`src/rtl/mc_pkg.sv`:
```
// mc_pkg: state, ALU, mux-select, opcode and funct encodings for the multicycle controller.
// Latency/backpressure: none; constants only. MC_BNE_EN adds the BNEEX state code.
package mc_pkg;

   typedef enum logic [3:0] {
      FETCH   = 4'd0,
      DECODE  = 4'd1,
      MEMADR  = 4'd2,
      MEMRD   = 4'd3,
      MEMWB   = 4'd4,
      MEMWR   = 4'd5,
      RTYPEEX = 4'd6,
      RTYPEWB = 4'd7,
      BEQEX   = 4'd8,
      ADDIEX  = 4'd9,
      ORIEX   = 4'd10,
      IWB     = 4'd11,
      JEX     = 4'd12
`ifdef MC_BNE_EN
      , BNEEX = 4'd13
`endif
   } state_t;

   // NONE yields alucontrol 000 in states that do not use the ALU
   typedef enum logic [2:0] {
      ALUOP_NONE  = 3'd0,
      ALUOP_ADD   = 3'd1,
      ALUOP_SUB   = 3'd2,
      ALUOP_OR    = 3'd3,
      ALUOP_FUNCT = 3'd4
   } aluop_t;

   localparam logic [2:0] ALU_ADD = 3'b010;
   localparam logic [2:0] ALU_SUB = 3'b110;
   localparam logic [2:0] ALU_AND = 3'b000;
   localparam logic [2:0] ALU_OR  = 3'b001;
   localparam logic [2:0] ALU_SLT = 3'b111;

   localparam logic [2:0] SRCB_B     = 3'b000;
   localparam logic [2:0] SRCB_FOUR  = 3'b001;
   localparam logic [2:0] SRCB_IMM   = 3'b010;
   localparam logic [2:0] SRCB_IMMSH = 3'b011;
   localparam logic [2:0] SRCB_ZIMM  = 3'b100;

   localparam logic [1:0] PCSRC_ALU    = 2'b00;
   localparam logic [1:0] PCSRC_ALUOUT = 2'b01;
   localparam logic [1:0] PCSRC_JUMP   = 2'b10;

   localparam logic [5:0] OP_RTYPE = 6'b000000;
   localparam logic [5:0] OP_LW    = 6'b100011;
   localparam logic [5:0] OP_SW    = 6'b101011;
   localparam logic [5:0] OP_BEQ   = 6'b000100;
   localparam logic [5:0] OP_BNE   = 6'b000101;
   localparam logic [5:0] OP_ADDI  = 6'b001000;
   localparam logic [5:0] OP_ORI   = 6'b001101;
   localparam logic [5:0] OP_J     = 6'b000010;

   localparam logic [5:0] F_ADD = 6'b100000;
   localparam logic [5:0] F_SUB = 6'b100010;
   localparam logic [5:0] F_AND = 6'b100100;
   localparam logic [5:0] F_OR  = 6'b100101;
   localparam logic [5:0] F_SLT = 6'b101010;

   function automatic logic funct_legal(input logic [5:0] f);
      return (f == F_ADD) || (f == F_SUB) || (f == F_AND) || (f == F_OR) || (f == F_SLT);
   endfunction

endpackage

```
`src/rtl/mc_if.sv`:
```
// mc_if: instruction fields and zero flag in, control strobes and debug state out.
// Latency/backpressure: wires only; master = controller, slave = datapath.
interface mc_if;
   logic [5:0] op;
   logic [5:0] funct;
   logic       zero;
   logic       iord;
   logic       memwrite;
   logic       irwrite;
   logic       regdst;
   logic       memtoreg;
   logic       regwrite;
   logic       alusrca;
   logic [2:0] alusrcb;
   logic [1:0] pcsrc;
   logic       pcen;
   logic [2:0] alucontrol;
   logic       illegal;
   logic [3:0] state;

   modport master (
      input  op, funct, zero,
      output iord, memwrite, irwrite, regdst, memtoreg, regwrite, alusrca,
             alusrcb, pcsrc, pcen, alucontrol, illegal, state
   );

   modport slave (
      output op, funct, zero,
      input  iord, memwrite, irwrite, regdst, memtoreg, regwrite, alusrca,
             alusrcb, pcsrc, pcen, alucontrol, illegal, state
   );
endinterface

```
`src/rtl/mc_aludec.sv`:
```
// mc_aludec: maps the FSM's aluop (and funct for R-type) to the ALU function code.
// Latency: combinational; no backpressure.
module mc_aludec
   import mc_pkg::*;
(
   input  aluop_t     aluop,
   input  logic [5:0] funct,
   output logic [2:0] alucontrol
);

   always_comb begin
      alucontrol = ALU_AND;
      case (aluop)
         ALUOP_ADD: alucontrol = ALU_ADD;
         ALUOP_SUB: alucontrol = ALU_SUB;
         ALUOP_OR:  alucontrol = ALU_OR;
         ALUOP_FUNCT: begin
            case (funct)
               F_ADD:   alucontrol = ALU_ADD;
               F_SUB:   alucontrol = ALU_SUB;
               F_AND:   alucontrol = ALU_AND;
               F_OR:    alucontrol = ALU_OR;
               F_SLT:   alucontrol = ALU_SLT;
               default: alucontrol = ALU_AND;
            endcase
         end
         default: alucontrol = ALU_AND;
      endcase
   end

endmodule

```
`src/rtl/mc_controller.sv`:
```
// mc_controller: multicycle MIPS Moore control FSM; MC_BNE_EN enables the bne path.
// Latency: 2-5 cycles per instruction, outputs from state (pcen also uses zero); no backpressure.
module mc_controller
   import mc_pkg::*;
(
   input  logic  clk,
   input  logic  reset,
   mc_if.master  bus
);

   state_t cur, nxt;
   aluop_t aluop;
   logic   pcwrite;
   logic   branch;
   logic [2:0] alucontrol;

   always_ff @(posedge clk or posedge reset) begin
      if (reset) cur <= FETCH;
      else       cur <= nxt;
   end

   always_comb begin
      nxt          = FETCH;
      aluop        = ALUOP_NONE;
      pcwrite      = 1'b0;
      branch       = 1'b0;
      bus.iord     = 1'b0;
      bus.memwrite = 1'b0;
      bus.irwrite  = 1'b0;
      bus.regdst   = 1'b0;
      bus.memtoreg = 1'b0;
      bus.regwrite = 1'b0;
      bus.alusrca  = 1'b0;
      bus.alusrcb  = SRCB_B;
      bus.pcsrc    = PCSRC_ALU;
      bus.illegal  = 1'b0;
      case (cur)
         FETCH: begin
            nxt         = DECODE;
            bus.irwrite = 1'b1;
            bus.alusrcb = SRCB_FOUR;
            pcwrite     = 1'b1;
            aluop       = ALUOP_ADD;
         end
         DECODE: begin
            bus.alusrcb = SRCB_IMMSH;
            aluop       = ALUOP_ADD;
            case (bus.op)
               OP_LW, OP_SW: nxt = MEMADR;
               OP_RTYPE: begin
                  if (funct_legal(bus.funct)) nxt = RTYPEEX;
                  else                        bus.illegal = 1'b1;
               end
               OP_BEQ:  nxt = BEQEX;
`ifdef MC_BNE_EN
               OP_BNE:  nxt = BNEEX;
`endif
               OP_ADDI: nxt = ADDIEX;
               OP_ORI:  nxt = ORIEX;
               OP_J:    nxt = JEX;
               default: bus.illegal = 1'b1;
            endcase
         end
         MEMADR, ADDIEX: begin
            nxt         = (cur == ADDIEX) ? IWB : ((bus.op == OP_LW) ? MEMRD : MEMWR);
            bus.alusrca = 1'b1;
            bus.alusrcb = SRCB_IMM;
            aluop       = ALUOP_ADD;
         end
         MEMRD: begin
            nxt      = MEMWB;
            bus.iord = 1'b1;
         end
         MEMWR: begin
            bus.iord     = 1'b1;
            bus.memwrite = 1'b1;
         end
         MEMWB: begin
            bus.memtoreg = 1'b1;
            bus.regwrite = 1'b1;
         end
         RTYPEEX: begin
            nxt         = RTYPEWB;
            bus.alusrca = 1'b1;
            aluop       = ALUOP_FUNCT;
         end
         RTYPEWB: begin
            bus.regdst   = 1'b1;
            bus.regwrite = 1'b1;
         end
         IWB: bus.regwrite = 1'b1;
         BEQEX: begin
            bus.alusrca = 1'b1;
            bus.pcsrc   = PCSRC_ALUOUT;
            aluop       = ALUOP_SUB;
            branch      = bus.zero;
         end
`ifdef MC_BNE_EN
         BNEEX: begin
            bus.alusrca = 1'b1;
            bus.pcsrc   = PCSRC_ALUOUT;
            aluop       = ALUOP_SUB;
            branch      = ~bus.zero;
         end
`endif
         ORIEX: begin
            nxt         = IWB;
            bus.alusrca = 1'b1;
            bus.alusrcb = SRCB_ZIMM;
            aluop       = ALUOP_OR;
         end
         JEX: begin
            bus.pcsrc = PCSRC_JUMP;
            pcwrite   = 1'b1;
         end
         default: nxt = FETCH;
      endcase
   end

   mc_aludec u_aludec (
      .aluop      (aluop),
      .funct      (bus.funct),
      .alucontrol (alucontrol)
   );

   assign bus.alucontrol = alucontrol;
   assign bus.pcen       = pcwrite | branch;
   assign bus.state      = cur;

endmodule
```
`src/flat_wrapper.sv`:
```
// flat-port wrapper written by rule: the top's interface ports become plain ports
module mc_controller_flat import mc_pkg::*;
  (clk, reset, bus_op, bus_funct, bus_zero, bus_iord, bus_memwrite, bus_irwrite, bus_regdst, bus_memtoreg, bus_regwrite, bus_alusrca, bus_alusrcb, bus_pcsrc, bus_pcen, bus_alucontrol, bus_illegal, bus_state);
  mc_if bus_i ();
  input  logic clk;
  input  logic reset;
  input wire logic [$bits(bus_i.op)-1:0] bus_op;
  input wire logic [$bits(bus_i.funct)-1:0] bus_funct;
  input wire logic [$bits(bus_i.zero)-1:0] bus_zero;
  output wire logic [$bits(bus_i.iord)-1:0] bus_iord;
  output wire logic [$bits(bus_i.memwrite)-1:0] bus_memwrite;
  output wire logic [$bits(bus_i.irwrite)-1:0] bus_irwrite;
  output wire logic [$bits(bus_i.regdst)-1:0] bus_regdst;
  output wire logic [$bits(bus_i.memtoreg)-1:0] bus_memtoreg;
  output wire logic [$bits(bus_i.regwrite)-1:0] bus_regwrite;
  output wire logic [$bits(bus_i.alusrca)-1:0] bus_alusrca;
  output wire logic [$bits(bus_i.alusrcb)-1:0] bus_alusrcb;
  output wire logic [$bits(bus_i.pcsrc)-1:0] bus_pcsrc;
  output wire logic [$bits(bus_i.pcen)-1:0] bus_pcen;
  output wire logic [$bits(bus_i.alucontrol)-1:0] bus_alucontrol;
  output wire logic [$bits(bus_i.illegal)-1:0] bus_illegal;
  output wire logic [$bits(bus_i.state)-1:0] bus_state;
  assign bus_i.op = bus_op;
  assign bus_i.funct = bus_funct;
  assign bus_i.zero = bus_zero;
  assign bus_iord = bus_i.iord;
  assign bus_memwrite = bus_i.memwrite;
  assign bus_irwrite = bus_i.irwrite;
  assign bus_regdst = bus_i.regdst;
  assign bus_memtoreg = bus_i.memtoreg;
  assign bus_regwrite = bus_i.regwrite;
  assign bus_alusrca = bus_i.alusrca;
  assign bus_alusrcb = bus_i.alusrcb;
  assign bus_pcsrc = bus_i.pcsrc;
  assign bus_pcen = bus_i.pcen;
  assign bus_alucontrol = bus_i.alucontrol;
  assign bus_illegal = bus_i.illegal;
  assign bus_state = bus_i.state;
  mc_controller u_core (.clk(clk), .reset(reset), .bus(bus_i));
endmodule
```
`config.mk`:
```
export PLATFORM = sky130hd
export DESIGN_NAME = mc_controller_flat
export DESIGN_NICKNAME = d
export VERILOG_FILES = /design/src/rtl/mc_pkg.sv /design/src/rtl/mc_if.sv /design/src/rtl/mc_aludec.sv /design/src/rtl/mc_controller.sv /design/src/flat_wrapper.sv
export SDC_FILE = /design/constraint.sdc
export NUM_CORES = 1
export LEC_CHECK = 0
export ABC_AREA = 0
export BUFFER_PORTS_ARGS = -buffer_cell sky130_fd_sc_hd__buf_2
export CAP_MARGIN = 15
export CORE_MARGIN = 1
export CORE_UTILIZATION = 46
export DETAILED_ROUTE_END_ITERATION = 8
export GPL_TIMING_DRIVEN = 0
export PLACE_DENSITY = 0.83
export SLEW_MARGIN = 15
export SYNTH_ARGS = -nofsm -noshare
export SYNTH_HDL_FRONTEND = slang
export SYNTH_SLANG_ARGS = --single-unit
```
`constraint.sdc`:
```
create_clock -name clk -period 4.5 [get_ports clk]
set_clock_uncertainty 0.1 [all_clocks]
set_input_delay 0.9 -clock clk [delete_from_list [all_inputs] [get_ports clk]]
set_output_delay 0.9 -clock clk [all_outputs]
set_load 0.02 [all_outputs]
```
### Word-level counts from Yosys, hierarchy flattened

Cells that the tools add are included.

| storage, ports and cells | value |
|---|---|
| flip-flop bits (word level) | 4 |
| bits of input ports | 15 |
| output and inout port bits | 21 |
| logic and storage cells | 65 |

| cells by class | value |
|---|---|
| equal/unequal tests | 27 |
| mux-type cells | 22 |
| bitwise operators | 1 |
| reduce and logical (&&, ||, !) cells | 14 |

Operators with widths:

| cell | count |
|---|---|
| $pmux 3 s4 | 4 |
| $pmux 4 s6 | 2 |
| $eq 6x6->1 const B | 7 |
| $eq 4x4->1 const B | 5 |
| $eq 4x3->1 const B | 4 |
| $eq 6x4->1 const B | 2 |
| $mux 1 | 11 |
| $eq 4x2->1 const B | 2 |
| $reduce_or 2->1 | 4 |
| $eq 3x2->1 const B | 2 |
| $eq 6x2->1 const B | 1 |
| $eq 6x3->1 const B | 1 |
| $logic_not 6->1 | 1 |
| $mux 3 | 2 |
| $reduce_or 6->1 | 1 |
| $reduce_or 5->1 | 1 |
| $eq 4x1->1 const B | 1 |
| $logic_not 4->1 | 1 |
| $logic_or 1x1->1 | 4 |
| $mux 4 | 1 |
| $pmux 2 s2 | 1 |
| $reduce_or 4->1 | 1 |
| $eq 3x1->1 const B | 1 |
| $eq 3x3->1 const B | 1 |
| other kinds (3) | 3 |

### Logic depth before layout (Yosys ltp)

Gate-level depths: netlist (run 1).

| depth | value |
|---|---|
| word-level depth | 8 |
| depth in mapped cells | 5 |

### Hierarchy

Synthesis (run 1) repeated with hierarchy kept, for this count alone.

| second synthesis, totals | value |
|---|---|
| cell total of the unflattened synthesis | 96 |
| area total of the unflattened synthesis | 710.7 um^2 |

Modules (own cells, without submodules):

| module | times used | cells an instance | area an instance (um^2) |
|---|---|---|---|
| mc_controller | 1 | 82 | 623.1 |
| mc_aludec | 1 | 14 | 87.6 |

### Worst setup path after synthesis (run 1)

OpenSTA, ideal clock, no wires.

| timing | value |
|---|---|
| path type | in2out |
| from | in bus_op[1] |
| to | out bus_illegal |
| data arrival time | 1.806 ns |
| required time | 3.500 ns |
| slack | 1.694 ns |
| cell stages on the path | 5 |
| path buffers | 1 |
| cell sequence | buf_6 > maj3_2 > nor3_2 > a21oi_1 > o31a_1 |

| on the way | value |
|---|---|
| word-level cells in the longest chain between the ends | 4 |
| elaborated cells on any way between the ends | 10 |
| classes of those cells | 6 x eq/ne; 2 x mux; 2 x reduce/logical |

RTL lines:

| what | line | RTL |
|---|---|---|
| from (decl) | flat_wrapper.sv:7 | `input wire logic [$bits(bus_i.op)-1:0] bus_op;` |
| $eq 6x6->1, or another cell as far along | mc_controller.sv:48 | `case (bus.op)` |
| $reduce_or 6->1 (no source line) | - |  |
| $pmux 1 s2 * | mc_controller.sv:48 |  |
| $mux 1 * | mc_controller.sv:37 | `case (cur)` |
| to (decl) | flat_wrapper.sv:21 | `output wire logic [$bits(bus_i.illegal)-1:0] bus_illegal;` |

Every way passes the cells marked *; elsewhere a longest branch is shown, timed or not.

### Final worst setup path (run 1)

| timing | value |
|---|---|
| from | in bus_funct[2] |
| to | out bus_illegal |

| on the way | value |
|---|---|
| word-level cells in the longest chain between the ends | 8 |
| elaborated cells on any way between the ends | 12 |
| classes of those cells | 5 x eq/ne; 3 x mux; 4 x reduce/logical |

RTL lines:

| what | line | RTL |
|---|---|---|
| from (decl) | flat_wrapper.sv:8 | `input wire logic [$bits(bus_i.funct)-1:0] bus_funct;` |
| $eq 6x6->1 | mc_pkg.sv:65 | `return (f == F_ADD) \|\| (f == F_SUB) \|\| (f == F_AND) \|\| (f == F_OR) \|\| (f == F_SLT);` |
| $logic_or 1x1->1 (3 in series) | mc_pkg.sv:65 |  |
| $logic_or 1x1->1 * | mc_pkg.sv:65 |  |
| $mux 1 * | mc_controller.sv:51 | `if (funct_legal(bus.funct)) nxt = RTYPEEX;` |
| $pmux 1 s2 * | mc_controller.sv:48 |  |
| $mux 1 * | mc_controller.sv:37 |  |

Marked as above.

==> results of run 1 <==
-- stage by stage --
step / instance area (um^2) / util (%) / setup WS, ns / hold slack (ns)
finish: 846 / 65.8 / 1.43 / 0.422
floorplan: 634 / - / 1.69 / 0.566
CTS: 846 / 65.8 / 1.45 / 0.434
detailed placement: 823 / 64.1 / 1.46 / 0.628
global route: 846 / 65.8 / 1.36 / 0.446
global placement: 823 / 64.1 / 1.50 / 0.610
-- placed cells by master, fill, tap and decap left out, types with 4 or more instances in the layout --
cell type | Yosys | layout
buf_2 | 4 | 38
nor2_1 | 10 | 10
nor3_1 | 7 | 7
a21oi_1 | 7 | 7
nand2_1 | 6 | 6
nand2b_1 | 5 | 5
dfrtp_1 | 4 | 4
-- layout make-up --
| class | instances | area share, % |
|---|---|---|
| timing repair buffer | 34 | 20.1 |
| tap | 15 | 2.22 |
| buffer | 7 | 4.59 |
| inverter | 3 | 1.33 |
| sequential | 4 | 11.8 |
| clock buffer | 3 | 2.66 |
| multi-input combinational | 74 | 57.2 |
-- logic make-up after synthesis --
| kind of cell | after synthesis |
|---|---|
| XOR/XNOR | 2 |
| adder cells (fa/ha/maj) | 1 |
| AND/OR/NAND/NOR | 42 |
| AO/OA/AOI/OAI | 27 |
| multiplexers | 2 |
| flip-flops | 4 |
| buffers and inverters | 10 |
-- final timing paths --
kind | cells after the start | slack [ns] | end
worst max register to register | 5 | 2.99 | u_core.bus.state[2]$_DFF_PP0_
max in group asynchronous | 2 | 3.70 | u_core.bus.state[2]$_DFF_PP0_
worst min-delay path | 2 | 0.42 | u_core.bus.state[0]$_DFF_PP0_
worst min register to register | 3 | 0.64 | u_core.bus.state[3]$_DFF_PP0_
worst max-delay path | 6 | 1.43 | bus_illegal
min in group clk | 3 | 0.64 | u_core.bus.state[3]$_DFF_PP0_
-- power by group --
| part | internal, mW | leakage [nW] | switching (mW) |
|---|---|---|---|
| Clock | 0.0302 | 0.0138 | 0.0196 |
| Combinational | 0.0906 | 0.351 | 0.160 |
| Sequential | 0.0449 | 0.0530 | 0.0104 |
-- routing by layer --
layer | routed length [um] | part of all wire [%] | GRT usage (%)
met5 | 0 | 0 | 0
met4 | 29 | 1.6 | 12.9
met3 | 128 | 7.1 | 5.20
met2 | 934 | 52 | 48.3
met1 | 700 | 39 | 28.3
-- synth_stat cells, types with 3 or more instances --
library cell	count
a21oi_1	7
buf_2	4
dfrtp_1	4
inv_1	3
nand2_1	6
nand2b_1	5
nor2_1	10
nor3_1	7
nor4_1	3
o211a_1	3
o21ai_0	3
==> results.py, run 1 <==
metrics = {
    "outcome": {
        "outcome": "completed",
    },
    "critical_path": {
        "path_cells": "buf_2, mux2_2, a211oi_2, nor2b_1, o31a_1, buf_2",
        "path_class": "in -> out",
        "cpLargestDelayFamily": "compound AO/OA/AOI/OAI gates",
        "critPathMaxStageDelay_ns": 0.34,
        "critPathLaunch": "bus_funct[2]",
        "regToRegStartpoint": "u_core.bus.state[1]$_DFF_PP0_",
        "path_buf_inv": 2,
        "worstPathArrival_ns": 2.07,
        "critPathMaxFanout": 3,
        "crit_path_end_kind": "output port",
        "critPathSlowestCell": "mux2_2",
        "worstPathRequired_ns": 3.50,
        "cp_common_cell": "buf_2",
        "start_kind": "input pin",
    },
    "route": {
        "drt_wl_total_mm": 1.79,
        "drtIter0Drc": 30,
        "vias": 810,
        "routedWlPerCell_um": 12.8,
        "vias_per_cell": 5.79,
        "drt_pass1_iterations": 4,
        "drc": 0,
        "ant_nets": 0,
    },
    "clock_tree": {
        "cts-resized-gates": 0,
        "root_buffer": "clkbuf_4",
        "clk_latency_ns": 0.26,
        "cts_max_level": 1,
        "cts.reportedPaths.clkPinSlew_ns": 0.05,
        "cts.sinks": 4,
        "numCtsBuffers": 3,
        "cts_buffer_depth": 2,
        "ctsHoldBuffers": 0,
        "cts_setup_buffers": 0,
        "cts_tree": "yes",
    },
    "synth": {
        "synth-seq-area-share_pct": 15.8,
        "synthXorXnorAreaFrac_pct": 2.76,
        "synthArstFlopShare_pct": 100,
        "synth_top_family_by_area": "simple AND/OR/NAND/NOR gates",
        "yosys.area.top_type": "dfrtp_1",
        "ys_ff_latch": 4,
        "synth_edf_count": 0,
        "syn_area_um2": 634,
        "synthAdderAreaFrac_pct": 1.78,
        "synth_nets": 103,
        "muxShareOfSynthArea_pct": 3.55,
        "avgSynthCellArea_um2": 7.21,
        "yosysTopAreaCellShare_pct": 15.8,
        "synthFlopType": "dfrtp_1",
        "synth_top_cells_by_area": "dfrtp_1 16%, nor2_1 5.9%, a21oi_1 5.5%",
        "yosysUniqueCellTypes": 37,
        "netlist_instances": 88,
        "synth-compound-area-share_pct": 32.3,
        "yosysWarnings": 0,
        "synthSimpleGateAreaFrac_pct": 35.9,
    },
    "layout": {
        "syn_to_final_growth_pct": 33.3,
        "finalNonFillerCells": 140,
        "largest_reg_flops": 4,
        "nFillCells": 122,
        "multi_input_area_um2": 484,
        "nets": 142,
        "drive_gt1_share_pct": 40.8,
        "antenna_cells": 0,
        "regArea_um2": 100,
    },
    "sta": {
        "setup_viol": 0,
        "clock.fmax_ghz": 0.326,
        "tightest_slew_ns": 0.410,
        "hold_viol": 0,
        "fin_tns_setup_ns": 0,
        "max_slew_margin_pct": 72.6,
        "period_needed_ns": 3.07,
        "min_period_over_period_pct": 68.1,
        "slew_violations": 0,
        "rsz0062_at_grt": "false",
    },
    "floorplan": {
        "die_x_um": 39.1,
        "io_pins": 36,
        "initial_core_util_pct": 49.4,
        "fp-row-count": 13,
        "fp.dieH_um": 39.1,
        "core_area_um2": 1280,
        "die_area_um2": 1530,
    },
    "power": {
        "power.leakage_nw": 0.418,
        "finalPower_uw": 356,
        "power_density_nw_per_um2": 420,
        "ir_drop_uv": 209,
    },
    "job": {
        "maxCapViolCount": 0,
    },
    "placement": {
        "hpwl_mm": 1.39,
        "dp_cells": 137,
        "gp_congestion": 0.821,
        "io_buffers": 34,
    },
    "global_routing": {
        "antenna_found_initial": 0,
        "grt_first_pass_wirelength_mm": 2.67,
        "overflow": 0,
        "track_usage_pct": 26.5,
        "grt_pass1_vias": 634,
        "grt_max_degree": 11,
    },
    "worst_hold_path": {
        "hp-class": "in -> async",
    },
}
(Power assumes the default switching activity.)
==> run 2, diff against run 1 <==
- ABC_AREA: 0 -> 1
- CORE_UTILIZATION: 46 -> 37
- PLACE_DENSITY: 0.83 -> 0.73
- clock period: 4.5 -> 2.8 ns (I/O delays scaled with it)
==> run 2 against run 1 <==
Utilization down 12 points. Hold slack got worse by 0.32 ns. Non-clock buffer count is 6 lower. Synthesized area down 6.9%. Flip-flop and latch count is the same. Largest power group unchanged. Highest routed layer is now met3.
==> results.py, run 2 <==
metrics = {
    "sta": {
        "tightest_slew_ns": 0.285,
        "clock.fmax_ghz": 0.469,
        "period_needed_ns": 2.13,
        "fin_tns_setup_ns": 0,
        "setup_viol": 0,
        "min_period_over_period_pct": 76.2,
        "hold_viol": 0,
        "whs_ns": 0.0991,
        "rsz0062_at_grt": "false",
        "max_slew_margin_pct": 80.9,
        "slew_violations": 0,
    },
    "clock_tree": {
        "clk_latency_ns": 0.23,
        "root_buffer": "clkbuf_4",
        "cts_max_level": 1,
        "cts.reportedPaths.clkPinSlew_ns": 0.04,
        "numCtsBuffers": 3,
        "cts_setup_buffers": 0,
        "ctsHoldBuffers": 0,
        "cts_tree": "yes",
        "cts-resized-gates": 0,
        "cts.sinks": 4,
        "cts_buffer_depth": 2,
    },
    "layout": {
        "layout_commonest_cell": "buf_2",
        "antenna_cells": 0,
        "largest_reg_flops": 4,
        "syn_to_final_growth_pct": 36.9,
        "mostFrequentLayoutCells": "35 x buf_2, 26 x inv_1, 25 x nor2_1",
        "fin_util_pct": 53.7,
        "drive_gt1_share_pct": 28.3,
        "nets": 169,
        "nFillCells": 155,
    },
    "critical_path": {
        "start_kind": "input pin",
        "worstPathRequired_ns": 2.14,
        "worstPathArrival_ns": 1.47,
        "crit_path_end_kind": "output port",
        "path_class": "in -> out",
        "critPathMaxFanout": 5,
    },
    "route": {
        "vias": 809,
        "drt_pass1_iterations": 5,
        "drt_wl_total_mm": 1.45,
        "drtIter0Drc": 14,
        "drc": 0,
        "vias_per_cell": 4.82,
        "ant_nets": 0,
        "routedWlPerCell_um": 8.65,
    },
    "placement": {
        "hpwl_mm": 1.28,
        "io_buffers": 35,
        "gp_congestion": 0.779,
    },
    "global_routing": {
        "grt_first_pass_wirelength_mm": 2.60,
        "track_usage_pct": 18.3,
        "grt_max_degree": 9,
        "antenna_found_initial": 0,
        "overflow": 0,
        "grt_pass1_vias": 679,
    },
    "synth": {
        "yosysWarnings": 0,
        "synth_top_cells_by_area": "dfrtp_1 17%, inv_1 17%, nor2_1 16%",
        "synthArstFlopShare_pct": 100,
        "synth.most_common_cell": "inv_1",
        "synth-seq-area-share_pct": 16.9,
        "netlist_instances": 114,
        "synth_nets": 129,
        "avgSynthCellArea_um2": 5.18,
        "syn_area_um2": 591,
        "yosysUniqueCellTypes": 18,
        "yosys.area.top_type": "dfrtp_1",
        "synthFlopType": "dfrtp_1",
        "synth_edf_count": 0,
        "yosysTopAreaCellShare_pct": 16.9,
        "synth_top_cells_by_count": "26 x inv_1, 25 x nor2_1, 23 x nand2_1",
        "ys_ff_latch": 4,
    },
    "floorplan": {
        "initial_core_util_pct": 39.2,
        "die_x_um": 42.0,
        "fp-row-count": 14,
        "core_area_um2": 1510,
        "io_pins": 36,
        "die_area_um2": 1760,
        "fp.dieH_um": 42.0,
    },
    "power": {
        "finalPower_uw": 534,
        "power_density_nw_per_um2": 661,
        "power.leakage_nw": 0.531,
        "ir_drop_uv": 312,
    },
    "worst_hold_path": {
        "hp-class": "in -> async",
    },
    "outcome": {
        "outcome": "completed",
    },
    "job": {
        "maxCapViolCount": 0,
    },
}
## run 2: cell count changes after synthesis, moves of 3 or more
cell,delta
o211a_1,-3
nand2b_1,-5
nand4_1,+3
a21oi_1,-5
buf_2,-4
nand3_1,+8
nor2_1,+15
inv_1,+23
nand2_1,+17
nor4_1,-3
## run 2: metrics by stage
stage / cell area [um^2] / setup slack (ns) / cells
3_5_place_dp: 786 / 0.688 / 165
3_3_place_gp: 786 / 0.702 / 165
6_report: 808 / 0.666 / 168
5_1_grt: 808 / 0.520 / 168
4_1_cts: 808 / 0.659 / 168
2_1_floorplan: 591 / 0.677 / 114
## run 2: cells by family (layout without fill, tap and decap cells)
family	Yosys count	count (layout)	share of synthesized area [%]
AND/OR/NAND/NOR	73	73	55.7
flip-flops	4	4	16.9
buffers and inverters	27	65	17.2
AO/OA/AOI/OAI	10	10	10.2
## run 2: report_power, final
group          switching, mW  internal, mW  total, mW
Sequential            0.0214        0.0714     0.0928
Combinational          0.255         0.119      0.374
Clock                 0.0194        0.0476     0.0671
Total                  0.296         0.238      0.534
## run 2: critical path, stage by stage
cell     delay [ns]
buf_2          0.10
nor2_1         0.24
nand4_1        0.18
nand2_1        0.09
nor2_1         0.05
nand3_1        0.06
nor2_1         0.04
buf_2          0.14
## run 2: path summary, 6_finish.rpt
| kind | startpoint | end | slack, ns | depth (start not counted) |
|---|---|---|---|---|
| max in group asynchronous | reset | u_core.bus.state[3]$_DFF_PP0_ | 2.36 | 2 |
| min | reset | u_core.bus.state[1]$_DFF_PP0_ | 0.1 | 2 |
| min in group clk | u_core.bus.state[2]$_DFF_PP0_ | u_core.bus.state[0]$_DFF_PP0_ | 0.62 | 3 |
| max | bus_op[5] | bus_illegal | 0.67 | 8 |
| min reg2reg | u_core.bus.state[2]$_DFF_PP0_ | u_core.bus.state[0]$_DFF_PP0_ | 0.62 | 3 |
| max reg2reg | u_core.bus.state[3]$_DFF_PP0_ | u_core.bus.state[3]$_DFF_PP0_ | 1.43 | 5 |
## run 2: final cells by class
cell class	instances	area [um^2]	area share [%]
clock buffers	3	22.5	2.79
well taps	16	20.0	2.48
flip-flops and latches	4	100	12.4
inverters	27	101	12.5
multi-input cells	83	389	48.1
repair buffers	35	175	21.7
## run 2: metal layers
metal	share of wire, %	vias up	GRT usage, %	wire length [um]
met2	50	29	34.4	732
met3	5.2	0	1.30	76
met5	0	-	0	0
met1	44	346	22.4	645
li1	-	434	-	-
met4	0	0	3.87	0
==> run 3, diff against run 2 <==
- ABC_AREA: 1 -> 0
- CORE_UTILIZATION: 37 -> 39
- PLACE_DENSITY: 0.73 -> 0.75
- clock period: 2.8 -> 1.7 ns (I/O delays scaled with it)
==> run 3 against run 2 <==
The run now ends with setup timing left. Via count rose by 37%. Critical path depth fell by 2. Clock power increased by 86%. Worst setup slack got worse by 0.90 ns. Total power increased to 3.0 times the previous value. Count of clock-buffer cells in the layout unchanged. Final cell count shrank 3.6%. Non-clock buffer count grew 27. Die area up 1.8%. Sequential power up 81%. Highest routed layer is now met4.
==> results.py, run 3 (same netlist as run 1, synthesis figures left out) <==
metrics = {
    "power": {
        "power_density_nw_per_um2": 1190,
        "power.leakage_nw": 0.622,
        "ir_drop_uv": 747,
    },
    "layout": {
        "largest_reg_flops": 4,
        "layout_commonest_cell": "buf_4",
        "drive_gt1_share_pct": 70.5,
        "regArea_um2": 104,
        "syn_to_final_growth_pct": 114,
        "mostFrequentLayoutCells": "20 x buf_4, 18 x buf_6, 18 x buf_2",
        "finalNonFillerCells": 162,
        "antenna_cells": 0,
        "nFillCells": 65,
        "multi_input_area_um2": 663,
        "nets": 163,
    },
    "outcome": {
        "outcome": "finished with violations",
        "violations": "setup timing",
    },
    "sta": {
        "max_slew_margin_pct": 71.6,
        "period_needed_ns": 1.93,
        "setup_viol": 11,
        "clock.fmax_ghz": 0.518,
        "min_period_over_period_pct": 114,
        "rsz0062_at_grt": "true",
        "whs_ns": 0.398,
        "tightest_slew_ns": 0.421,
        "slew_violations": 0,
        "timing.final.ws_setup_ns": -0.231,
        "hold_viol": 0,
    },
    "clock_tree": {
        "cts.sinks": 4,
        "numCtsBuffers": 3,
        "cts_buffer_depth": 2,
        "clk_latency_ns": 0.24,
        "root_buffer": "clkbuf_4",
        "cts.reportedPaths.clkPinSlew_ns": 0.04,
        "cts_max_level": 1,
        "cts_tree": "yes",
    },
    "critical_path": {
        "start_kind": "input pin",
        "crit_end": "bus_illegal",
        "regToRegStartpoint": "u_core.bus.state[1]$_DFF_PP0_",
        "critPathMaxFanout": 3,
        "reg2reg_to": "u_core.bus.state[1]$_DFF_PP0_",
        "worstRegToRegCells": 6,
        "path_class": "in -> out",
        "worstPathArrival_ns": 1.49,
        "crit_path_end_kind": "output port",
        "worstPathRequired_ns": 1.26,
        "critPathLaunch": "bus_funct[4]",
        "reg2reg_slack_ns": 0.19,
    },
    "floorplan": {
        "die_area_um2": 1790,
        "io_pins": 36,
        "fp.dieH_um": 42.3,
        "die_x_um": 42.3,
        "initial_core_util_pct": 42.1,
        "fp-row-count": 14,
        "core_area_um2": 1510,
    },
    "global_routing": {
        "track_usage_pct": 37.1,
        "antenna_found_initial": 0,
        "grt_pass1_vias": 1035,
        "grt_max_degree": 10,
        "overflow": 0,
        "grt_first_pass_wirelength_mm": 5.05,
    },
    "route": {
        "drt_pass1_iterations": 4,
        "ant_nets": 0,
        "vias_per_cell": 6.82,
        "drt_wl_total_mm": 3.88,
        "drtIter0Drc": 61,
        "vias": 1105,
        "routedWlPerCell_um": 24.0,
        "drc": 0,
    },
    "placement": {
        "hpwl_mm": 1.40,
        "pre_cts_slack_ns": -0.185,
        "io_buffers": 34,
        "dp_cells": 138,
        "gp_congestion": 0.836,
    },
    "job": {
        "maxCapViolCount": 0,
    },
    "worst_hold_path": {
        "hp-class": "in -> reg",
    },
}
## run 3: through the flow
stage	utilization (%)	instance area (um^2)	total power [mW]	setup TNS [ns]
2_1_floorplan	-	667	0.641	-0.305
3_3_place_gp	56.9	857	0.827	-0.186
3_5_place_dp	56.9	857	0.839	-0.219
4_1_cts	84.0	1260	1.36	-0.415
5_1_grt	90.1	1360	1.66	-1.48
6_report	90.1	1360	1.61	-1.05
## run 3: worst max-delay path: stages
cell      delay (ns)
buf_2           0.10
nand2b_1        0.24
a211oi_2        0.31
nor2b_1         0.10
o31a_1          0.27
buf_6           0.14
## run 3: worst min path at each step
| stage | from | to | slack, ns | depth (start not counted) |
|---|---|---|---|---|
| global placement | reset | u_core.bus.state[0]$_DFF_PP0_ | 0.12 | 2 |
| finish | bus_op[1] | u_core.bus.state[3]$_DFF_PP0_ | 0.40 | 3 |
| floorplan | reset | u_core.bus.state[0]$_DFF_PP0_ | 0.006 | 1 |
| detailed placement | reset | u_core.bus.state[1]$_DFF_PP0_ | 0.13 | 2 |
| global route | bus_op[4] | u_core.bus.state[3]$_DFF_PP0_ | 0.40 | 3 |
| CTS | bus_op[1] | u_core.bus.state[3]$_DFF_PP0_ | 0.33 | 3 |
## run 3: per-layer routing
layer	global-route usage [%]	wire [um]	up-vias
li1	-	-	446
met1	42.2	1380	506
met2	65.5	1850	126
met3	7.33	430	27
met4	17.5	224	0
met5	0	0	-
## run 3: area by class of cell
cell class,count,share of cell area [%]
plain buffers,6,5.71
inverters,3,0.829
clock buffers,3,1.66
well taps,16,1.47
flip-flops and latches,4,7.65
repair buffers,56,33.8
multi-input cells,74,48.8
## run 3: repair_timing
action | 4_1_cts | 5_1_grt
resized for setup | 62 | 20
gates cloned | 3 | 0
hold endpoints to repair | 4 | 0
setup endpoints to repair | 16 | 16
pin swaps | 7 | 5
setup buffers | 15 | 3
hold buffers | 1 | 0
## run 3: report_power, final
part | internal (mW) | switching [mW]
Combinational | 0.636 | 0.681
Sequential | 0.123 | 0.0447
Clock | 0.0794 | 0.0453
Total | 0.838 | 0.771
